===== config.mk =====
export PLATFORM = sky130hd
export DESIGN_NAME = xor_update_scheduler
export DESIGN_NICKNAME = d
export VERILOG_FILES = /design/src/rtl/xor_update_scheduler.sv
export SDC_FILE = /design/constraint.sdc
export NUM_CORES = 1
export LEC_CHECK = 0
export CAP_MARGIN = 10
export CORE_ASPECT_RATIO = 0.7
export CORE_MARGIN = 5
export CORE_UTILIZATION = 39
export DETAILED_ROUTE_END_ITERATION = 10
export GPL_TIMING_DRIVEN = 0
export PLACE_DENSITY = 0.8
export REMOVE_ABC_BUFFERS = 1
export SYNTH_ARGS = -nofsm -noshare
export SYNTH_HDL_FRONTEND = slang
export SYNTH_SLANG_ARGS = --single-unit

===== constraint.sdc =====
create_clock -name clk -period 3.3 [get_ports clk]
set_input_delay 0.825 -clock clk [delete_from_list [all_inputs] [get_ports clk]]
set_output_delay 0.825 -clock clk [all_outputs]
set_load 0.01 [all_outputs]

===== src/rtl/xor_update_scheduler.sv =====
// Round-robin update scheduler: picks one lane per cycle (optionally coalescing equal indices)
// and pipelines its bank write mask to the write stage. Optional feature macro: XOR_SCHED_COALESCE_EN.
module xor_update_scheduler #(
  parameter int unsigned NUM_MUL     = 4,
  parameter int unsigned INDEX_WIDTH = 12
) (
  input  logic                           clk,
  input  logic                           reset,
  input  logic [NUM_MUL-1:0]             req_valid,
  input  logic [NUM_MUL*INDEX_WIDTH-1:0] req_index,
  output logic [NUM_MUL-1:0]             req_ready,
  input  logic                           hold,
  output logic                           write_reg_0_valid,
  output logic [INDEX_WIDTH-1:0]         write_reg_0_index,
  output logic [INDEX_WIDTH-1:0]         rd_index,
  output logic [NUM_MUL-1:0]             arbiter_result,
  output logic                           busy
);

  localparam int unsigned PTR_W = (NUM_MUL > 1) ? $clog2(NUM_MUL) : 1;

  logic [PTR_W-1:0]       rr_ptr_q, rr_ptr_d;
  logic                   valid0_q, valid0_d;
  logic [INDEX_WIDTH-1:0] wr0_index_q, wr0_index_d;
  logic [INDEX_WIDTH-1:0] rd_index_q, rd_index_d;
  logic [NUM_MUL-1:0]     mask0_q, mask0_d;
  logic                   valid1_q, valid1_d;
  logic [NUM_MUL-1:0]     mask1_q, mask1_d;
  logic                   valid2_q, valid2_d;
  logic [NUM_MUL-1:0]     mask2_q, mask2_d;

  logic                   found;
  logic [PTR_W-1:0]       lane;
  logic [PTR_W-1:0]       winner;
  logic [PTR_W-1:0]       winner_next;
  logic [INDEX_WIDTH-1:0] win_index;
  logic [NUM_MUL-1:0]     issue_mask;
  logic [NUM_MUL-1:0]     ready_c;
  logic                   issue;

  // Round-robin search starting at rr_ptr, then the issue mask for the winner.
  always_comb begin
    found      = 1'b0;
    lane       = '0;
    winner     = '0;
    win_index  = '0;
    issue_mask = '0;
    for (int unsigned k = 0; k < NUM_MUL; k++) begin
      lane = PTR_W'((32'(rr_ptr_q) + k) % NUM_MUL);
      if (!found && req_valid[lane]) begin
        found  = 1'b1;
        winner = lane;
      end
    end
    for (int unsigned i = 0; i < NUM_MUL; i++) begin
      if (PTR_W'(i) == winner) begin
        win_index = req_index[i*INDEX_WIDTH +: INDEX_WIDTH];
      end
    end
    issue_mask[winner] = found;
`ifdef XOR_SCHED_COALESCE_EN
    // Lanes hitting the same entry ride along with the winner.
    for (int unsigned i = 0; i < NUM_MUL; i++) begin
      if (found && req_valid[i] && (req_index[i*INDEX_WIDTH +: INDEX_WIDTH] == win_index)) begin
        issue_mask[i] = 1'b1;
      end
    end
`endif
  end

  assign winner_next = (winner == PTR_W'(NUM_MUL - 1)) ? '0 : winner + PTR_W'(1);
  assign ready_c     = (reset && !hold) ? issue_mask : '0;
  assign issue       = |ready_c;

  // Stage 0 captures new issues; later stages shift unconditionally.
  always_comb begin
    rr_ptr_d    = rr_ptr_q;
    valid0_d    = 1'b0;
    wr0_index_d = wr0_index_q;
    rd_index_d  = rd_index_q;
    mask0_d     = mask0_q;
    valid1_d    = valid0_q;
    mask1_d     = mask0_q;
    valid2_d    = valid1_q;
    mask2_d     = mask1_q;
    if (issue) begin
      rr_ptr_d    = winner_next;
      valid0_d    = 1'b1;
      wr0_index_d = win_index;
      rd_index_d  = win_index;
      mask0_d     = ready_c;
    end
  end

  always_ff @(posedge clk) begin
    if (!reset) begin
      rr_ptr_q    <= '0;
      valid0_q    <= 1'b0;
      wr0_index_q <= '0;
      rd_index_q  <= '0;
      mask0_q     <= '0;
      valid1_q    <= 1'b0;
      mask1_q     <= '0;
      valid2_q    <= 1'b0;
      mask2_q     <= '0;
    end else begin
      rr_ptr_q    <= rr_ptr_d;
      valid0_q    <= valid0_d;
      wr0_index_q <= wr0_index_d;
      rd_index_q  <= rd_index_d;
      mask0_q     <= mask0_d;
      valid1_q    <= valid1_d;
      mask1_q     <= mask1_d;
      valid2_q    <= valid2_d;
      mask2_q     <= mask2_d;
    end
  end

  assign req_ready         = ready_c;
  assign write_reg_0_valid = valid0_q;
  assign write_reg_0_index = wr0_index_q;
  assign rd_index          = rd_index_q;
  assign arbiter_result    = mask2_q & {NUM_MUL{valid2_q}};
  assign busy              = valid0_q | valid1_q | valid2_q;

endmodule


Yosys cells after proc, flatten, opt, wreduce, memory -nomap -nowiden
Cells that the tools add are included.
{"block": "word_totals", "out_inout_bits": 34, "wordCells": 62, "inputBits": 55, "reg_bits": 29}
{"block": "op_classes", "n_mux": 25, "n_lt_le_gt_ge": 6, "eq_ne": 4, "n_addsub": 4, "n_reduce_logical": 11, "n_bitwise": 4}
{"operator": "$mux W12", "count": 4}
{"operator": "$lt A2 B3 Y1 const B", "count": 5}
{"operator": "$mux W1", "count": 10}
{"operator": "$mux W2", "count": 5}
{"operator": "$and A4 B4 Y4", "count": 2}
{"operator": "$bmux W1 S2", "count": 4}
{"operator": "$logic_and A1 B1 Y1", "count": 5}
{"operator": "$add A2 B1 Y2 const B", "count": 2}
{"operator": "$add A2 B2 Y2 const B", "count": 2}
{"operator": "$eq A2 B2 Y1 const A", "count": 2}
{"operator": "$logic_not A1 Y1", "count": 4}
{"operator": "$mux W4", "count": 1}
{"operator": "$reduce_or A4 Y1", "count": 1}
{"operator": "$demux W1 S2", "count": 1}
{"operator": "$eq A1 B2 Y1 const A", "count": 1}
{"operator": "$eq A2 B2 Y1 const B", "count": 1}
{"operator": "$ge A2 B1 Y1 const B", "count": 1}
{"operator": "$logic_not A2 Y1", "count": 1}
{"operator": "$or A1 B1 Y1", "count": 2}

Logic depth before layout (Yosys ltp)
Gate-level depths: netlist of the first run.
{"block": "logic_depth", "word_depth": 20, "ltp_mapped": 11, "mapped_depth_nobuf": 8}

Worst setup path before layout of the first run
OpenSTA, ideal clock, no wires.
{"block": "synth_path", "kind": "input-to-output", "start": "input port req_valid[1]", "end": "output port req_ready[2]", "slack_ps": 310, "arrival_time_ps": 2165, "required_ps": 2475, "stages": 7, "n_path_buf": 2, "cell_sequence": "or3b_1 -> o221a_2 -> inv_1 -> ha_1 -> buf_6 -> clkbuf_1 -> and3_1"}
{"block": "synth_between", "elab_chain_len": 18, "word_cells_on_any_way": 29, "classes_between": "2 x order compare; 19 x mux; 1 x bitwise; 7 x reduce/logical"}
{"element": "start, declared", "line": "9", "text": "input logic [NUM_MUL-1:0] req_valid,"}
{"element": "$bmux W1 S2", "line": "50", "text": "if (!found && req_valid[lane]) begin"}
{"element": "$mux W1 (implied by the code)", "line": "50"}
{"element": "$mux W1", "line": "50"}
{"element": "$logic_not A1 Y1", "line": "50"}
{"element": "$logic_and A1 B1 Y1", "line": "50"}
{"element": "$mux W1", "line": "50"}
{"element": "$logic_not A1 Y1", "line": "50"}
{"element": "$logic_and A1 B1 Y1", "line": "50"}
{"element": "(+2 left out)"}
{"element": "$logic_and A1 B1 Y1", "line": "50"}
{"element": "$mux W2", "line": "50"}
{"element": "$lt A2 B3 Y1 (implied by the code) or $ge A2 B1 Y1 (tied branches)", "line": "60", "text": "issue_mask[winner] = found;"}
{"element": "$logic_and A1 B1 Y1 (implied by the code)", "line": "60"}
{"element": "$mux W1 (implied by the code)", "line": "60"}
{"element": "$demux W1 S2", "line": "60"}
{"element": "$and A4 B4 Y4 (no line) *"}
{"element": "$mux W4 *", "line": "72", "text": "assign ready_c = (reset && !hold) ? issue_mask : '0;"}
{"element": "end, declared", "line": "11", "text": "output logic [NUM_MUL-1:0] req_ready,"}
Every way passes the cells marked *; elsewhere a longest branch is shown, timed or not. The select of a mux whose other input is x is not followed.

Final worst setup path of the first run
{"block": "layout_path", "start": "input port req_valid[0]", "end": "output port req_ready[2]"}
Same word-level chain as after synthesis.

==> results.json, run 1 <==
{
  "gr-total-overflow": 0,
  "ys_warn_count": 0,
  "wl_met1_um": 2530,
  "drive_above_1_share_pct": 12.6,
  "synth_cell_type_count": 33,
  "rsz0062_at_grt": "no",
  "grt_antenna_before_repair": 0,
  "grt_pass1_vias": 1888,
  "worst_slew_pin_slew_ns": 0.472,
  "run_status": "finished clean",
  "wl_um": 5760,
  "num_vias": 1791,
  "cp_max_fo": 6,
  "cp_num_cells": 8,
  "coreArea_um2": 4020,
  "ant_nets": 0,
  "final_cell_mix": "clkdlybuf4s50_1 (79), dfxtp_1 (29), inv_1 (15)",
  "synth_mux_area_share_pct": 0.599,
  "met2WireLength_um": 2670,
  "io_pins": 89,
  "antennaDiodeCount": 0,
  "fin_nets": 328,
  "clockRootBuffer": "clkbuf_8",
  "seq_area_frac_synth_pct": 34.7,
  "die_width_um": 88.3,
  "arrival_ns": 2.44,
  "r2r_setup_slack_ns": 0.35,
  "clock-sinks": 29,
  "dieArea_um2": 5720,
  "dpl-instance-area_um2": 2430,
  "met3_length_um": 546,
  "grt_first_pass_wirelength_um": 9300,
  "initial_core_util_pct": 41.6,
  "clk_latency_ns": 0.27,
  "top_layer": "met4",
  "slew_violations": 0,
  "crit_family": "buffers and inverters",
  "cts_hold_buf": 0,
  "htree_levels": 2,
  "drc_errors": 0,
  "synthesis.instances": 193,
  "finalCriticalPeriod_ns": 3.26,
  "synth_top_family_by_area": "compound AO/OA/AOI/OAI gates",
  "path_clk_slew_ns": 0.06,
  "clock_path_buffers": 2,
  "path_cells": "clkdlybuf4s15_2 > a21oi_1 > o21a_2 > o22a_2 > buf_4 > ha_4 > and3_1 > dlygate4sd2_1",
  "synth-xor-area-share_pct": 0,
  "critPathMaxStageDelay_ns": 0.28,
  "synth_simple_gate_area_share_pct": 18.7,
  "ir_worst_vdd_mv": 0.207,
  "cts_buffers": 5,
  "hold_class": "reg2reg",
  "grt_max_degree": 17,
  "timing.final.crit_share_pct": 98.9,
  "finalSetupViolCount": 0,
  "first_iter_violations": 89,
  "whs_path_depth": 1,
  "die_height_um": 64.8,
  "max_clock_freq_ghz": 0.306,
  "finalHoldViolCount": 0,
  "place_congestion": 0.707,
  "area_growth_pct": 60.0,
  "syn_area_per_cell_um2": 8.66,
  "final_common_cell": "clkdlybuf4s50_1",
  "relSlewSlack_pct": 68.5,
  "vias_per_cell": 5.58,
  "p_leak_nw": 1.07,
  "crit_buf_inv": 3,
  "port_buffers": 88,
  "synth-adder-area-share_pct": 2.99,
  "fin_skew_ns": 0.00429,
  "cts_tree": "yes",
  "stdcell_area_um2": 2680,
  "slowest_stage": "dlygate4sd2_1",
  "cp.required_ns": 2.47,
  "syn-cell-area_um2": 1670,
  "grt_usage_pct": 20.8,
  "p_total_w": 0.00108,
  "drt_first_pass_iters": 4,
  "setup.worst_path.start_class": "primary input",
  "synth_compound_area_share_pct": 28.1,
  "ys_seq_elements": 29,
  "power_density_nw_per_um2": 403,
  "wire_per_inst_um": 17.9,
  "n_fill_cell": 344,
  "num_rows": 19,
  "end_kind": "output port",
  "dp_hpwl_um": 3400,
  "maxCapViolCount": 0,
  "reg2reg_depth": 10,
  "crit_type": "in2out"
}
==> worst reg2reg max path, stage by stage, from the launching register on <==
cell      delay [ns]
dfxtp_1         0.52
a21oi_1         0.11
o21a_2          0.26
o22a_2          0.27
buf_4           0.15
ha_4            0.16
buf_4           0.18
or4_4           0.66
nand3_4         0.17
inv_4           0.10
a311oi_1        0.26
==> kinds of logic after synthesis <==
group	after synthesis
muxes	1
DFF	29
AOI/OAI and AO/OA	63
and+or+nand+nor	49
buffers and inverters	47
adders and majority gates	4
==> metrics by stage <==
stage | instances | setup TNS (ns) | hold WS, ns | utilization (%) | setup WS [ns]
floorplan | 163 | 0 | 0.412 | - | 0.228
global placement | 303 | -10.39 | 0.414 | 60.6 | -1.07
detailed placement | 303 | -11.05 | 0.421 | 60.6 | -1.07
CTS | 321 | 0 | 0.434 | 66.6 | 0.00899
global route | 321 | 0 | 0.439 | 66.6 | 0.00641
finish | 321 | 0 | 0.430 | 66.6 | 0.0368
==> cell usage after synthesis <==
| master | instances | area, um^2 |
|---|---|---|
| o221a_2 | 1 | 11.3 |
| dfxtp_1 | 29 | 581 |
| nand2_1 | 12 | 45.0 |
| or4_1 | 1 | 7.51 |
| o22ai_1 | 1 | 6.26 |
| a31oi_1 | 13 | 81.3 |
| buf_1 | 1 | 3.75 |
| inv_1 | 16 | 60.1 |
| or3b_1 | 1 | 8.76 |
| a21oi_1 | 15 | 75.1 |
| or3_1 | 1 | 6.26 |
| mux2i_1 | 1 | 10.0 |
| ha_1 | 4 | 50.1 |
| nand4_1 | 1 | 6.26 |
| clkbuf_1 | 12 | 45.0 |
| a311oi_1 | 12 | 105 |
| inv_4 | 1 | 6.26 |
| buf_2 | 2 | 10.0 |
| a211oi_1 | 1 | 7.51 |
| buf_4 | 12 | 90.1 |
| a21boi_1 | 1 | 7.51 |
| and2b_1 | 1 | 7.51 |
| a221o_1 | 12 | 120 |
| a31o_1 | 1 | 8.76 |
| a21o_1 | 4 | 30.0 |
| buf_6 | 3 | 33.8 |
| or4_4 | 1 | 11.3 |
| o21a_1 | 1 | 7.51 |
| and2_1 | 14 | 87.6 |
| o22a_1 | 1 | 8.76 |
| nand3_4 | 1 | 17.5 |
| nand3b_1 | 12 | 90.1 |
| and3_1 | 4 | 25.0 |
==> routing by layer <==
layer | global-route usage, % | up-vias
li1 | - | 851
met4 | 3.77 | 0
met3 | 7.85 | 2
met1 | 26.8 | 854
met5 | 0 | -
met2 | 33.7 | 84
==> report_power, final <==
group / switching, W / internal (W) / total (W)
Clock: 0.000126 / 0.000165 / 0.000291
Combinational: 0.000179 / 0.000213 / 0.000392
Sequential: 0.0000191 / 0.000377 / 0.000396
Total: 0.000325 / 0.000754 / 0.00108
==> state kept, by name, indices dropped and copies added, names as in the netlist <==
name and count:
mask0_q 4, mask1_q 4, mask2_q 4, rd_index 12, rr_ptr_q 2, valid1_q 1, valid2_q 1, write_reg_0_valid 1
==> final timing paths <==
| check | start | endpoint |
|---|---|---|
| setup / recovery | req_valid[0] | req_ready[2] |
| hold / removal | mask1_q[3] | mask2_q[3] |
| setup reg to reg | rr_ptr_q[1] | rd_index[5] |
| hold reg to reg | mask1_q[3] | mask2_q[3] |
==> area by class of cell <==
class / count / area [um^2] / share of cell area [%]
timing repair buffer: 97 / 942 / 35.2
multi-input combinational: 119 / 935 / 34.9
tap: 52 / 65.1 / 2.43
inverter: 17 / 66.3 / 2.48
clock buffer: 7 / 86.3 / 3.23
sequential: 29 / 581 / 21.7
==> timing repair <==
| item | 4_1_cts | 5_1_grt |
|---|---|---|
| endpoints found under the setup margin | 18 | 2 |
| gates resized for setup | 29 | 3 |
| hold endpoints to repair | 0 | 0 |
| buffers inserted | 9 | 0 |
| pin swaps | 5 | 1 |
| gates cloned | 2 | 0 |
Power figures use the tool's default switching activity.
==> run 2, diff against run 1 <==
==> constraint.sdc (replaced) <==
create_clock -name clk -period 3.6 [get_ports clk]
set_input_delay 0.9 -clock clk [delete_from_list [all_inputs] [get_ports clk]]
set_output_delay 0.9 -clock clk [all_outputs]
set_load 0.01 [all_outputs]
==> results.json, run 2 (synthesis gave the netlist of run 1 again) <==
{
  "finalCriticalPeriod_ns": 3.46,
  "ant_nets": 0,
  "cp.required_ns": 2.70,
  "grt_antenna_before_repair": 0,
  "coreArea_um2": 4020,
  "swShare_pct": 30.1,
  "critPathMaxStageDelay_ns": 0.58,
  "htree_levels": 2,
  "initial_core_util_pct": 41.6,
  "die_height_um": 64.8,
  "area_growth_pct": 59.7,
  "worst_slew_pin_slew_ns": 0.487,
  "relSlewSlack_pct": 67.5,
  "preCtsSetupSlack_ns": -0.919,
  "crit_family": "buffers and inverters",
  "vias_per_cell": 5.59,
  "dieArea_um2": 5720,
  "num_vias": 1789,
  "grt_max_degree": 21,
  "fin_ws_ns": 0.137,
  "stdcell_area_um2": 2670,
  "p_seq_share_pct": 36.7,
  "final_common_cell": "clkdlybuf4s50_1",
  "ir_worst_vdd_mv": 0.197,
  "finalSetupViolCount": 0,
  "cp_max_fo": 6,
  "maxCapViolCount": 0,
  "arrival_ns": 2.56,
  "pwr-share-clk_pct": 27.0,
  "path_cells": "clkbuf_2 > a21oi_1 > o21a_1 > o22ai_4 > ha_4 > and3_1 > clkdlybuf4s50_1",
  "gr-total-overflow": 0,
  "antennaDiodeCount": 0,
  "grt_usage_pct": 20.3,
  "grt_pass1_vias": 1933,
  "fin_skew_ns": 0.00468,
  "wire_per_inst_um": 17.9,
  "max_clock_freq_ghz": 0.289,
  "fin_util_pct": 66.5,
  "p_comb_share_pct": 36.3,
  "dp_hpwl_um": 3400,
  "finalHoldViolCount": 0,
  "largest_reg_flops": 12,
  "timing.final.crit_share_pct": 96.2,
  "path_clk_slew_ns": 0.06,
  "setup.worst_path.start_class": "primary input",
  "drt_first_pass_iters": 4,
  "internal_power_w": 0.000692,
  "n_fill_cell": 347,
  "crit_buf_inv": 2,
  "hold_class": "reg2reg",
  "slew_violations": 0,
  "cts_hold_buf": 0,
  "fin_nets": 327,
  "clk_latency_ns": 0.28,
  "clock_path_buffers": 2,
  "wl_um": 5730,
  "dpl-instance-area_um2": 2430,
  "final_cell_mix": "clkdlybuf4s50_1 (82), dfxtp_1 (29), inv_1 (15)",
  "p_total_w": 0.000990,
  "grt_first_pass_wirelength_um": 9190,
  "switchingPower_w": 0.000298,
  "cts_tree": "yes",
  "rsz0062_at_grt": "no",
  "end_kind": "output port",
  "hold_slack_ns": 0.429,
  "drive_above_1_share_pct": 11.9,
  "cts_buffers": 5,
  "clock-sinks": 29,
  "p_leak_nw": 1.05,
  "run_status": "finished clean",
  "io_pins": 89,
  "die_width_um": 88.3,
  "slowest_stage": "clkdlybuf4s50_1",
  "power_density_nw_per_um2": 371,
  "crit_type": "in2out",
  "drc_errors": 0,
  "num_rows": 19,
  "first_iter_violations": 124,
  "port_buffers": 88,
  "clockRootBuffer": "clkbuf_8",
  "place_congestion": 0.707
}
## run 2: worst paths after layout
kind,from,endpoint,slack [ns],depth (start not counted)
hold reg to reg,mask1_q[3],mask2_q[3],0.43,1
hold / removal,mask1_q[3],mask2_q[3],0.43,1
setup reg to reg,rr_ptr_q[1],rd_index[2],0.78,9
setup / recovery,req_valid[0],req_ready[1],0.14,7
## run 2: final cells by class
cell class	instances	area [um^2]	area share [%]
multi-input combinational	119	942	35.3
timing repair buffer	96	930	34.8
tap	52	65.1	2.44
sequential	29	581	21.7
inverter	17	66.3	2.48
clock buffer	7	86.3	3.23
## run 2: what timing repair did
action	4_1_cts	5_1_grt
gates resized for setup	19	10
pin swaps	5	0
cloned	1	1
endpoints found under the setup margin	4	4
setup buffers	8	0
## run 2: metal layers
layer  vias up  global-route usage [%]  share of wire, %
li1        847                       -                 -
met5         -                       0                 0
met4         0                    7.36               1.3
met3        12                    6.96                11
met1       817                    24.9                43
met2       113                    33.0                45
## run 2: metrics by stage
step / instances / setup TNS, ns
after global routing: 320 / 0
after floorplan: 163 / 0
after global placement: 303 / -5.51
after CTS: 319 / -0.0424
after detailed placement: 303 / -6.18
final: 320 / 0
## run 2: power by group through the flow
stage / combinational [W] / sequential [W] / clock, W
2_1_floorplan: 0.000148 / 0.000378 / 0
3_3_place_gp: 0.000316 / 0.000368 / 0
3_5_place_dp: 0.000319 / 0.000368 / 0
4_1_cts: 0.000351 / 0.000362 / 0.000267
5_1_grt: 0.000385 / 0.000367 / 0.000279
6_report: 0.000359 / 0.000363 / 0.000267
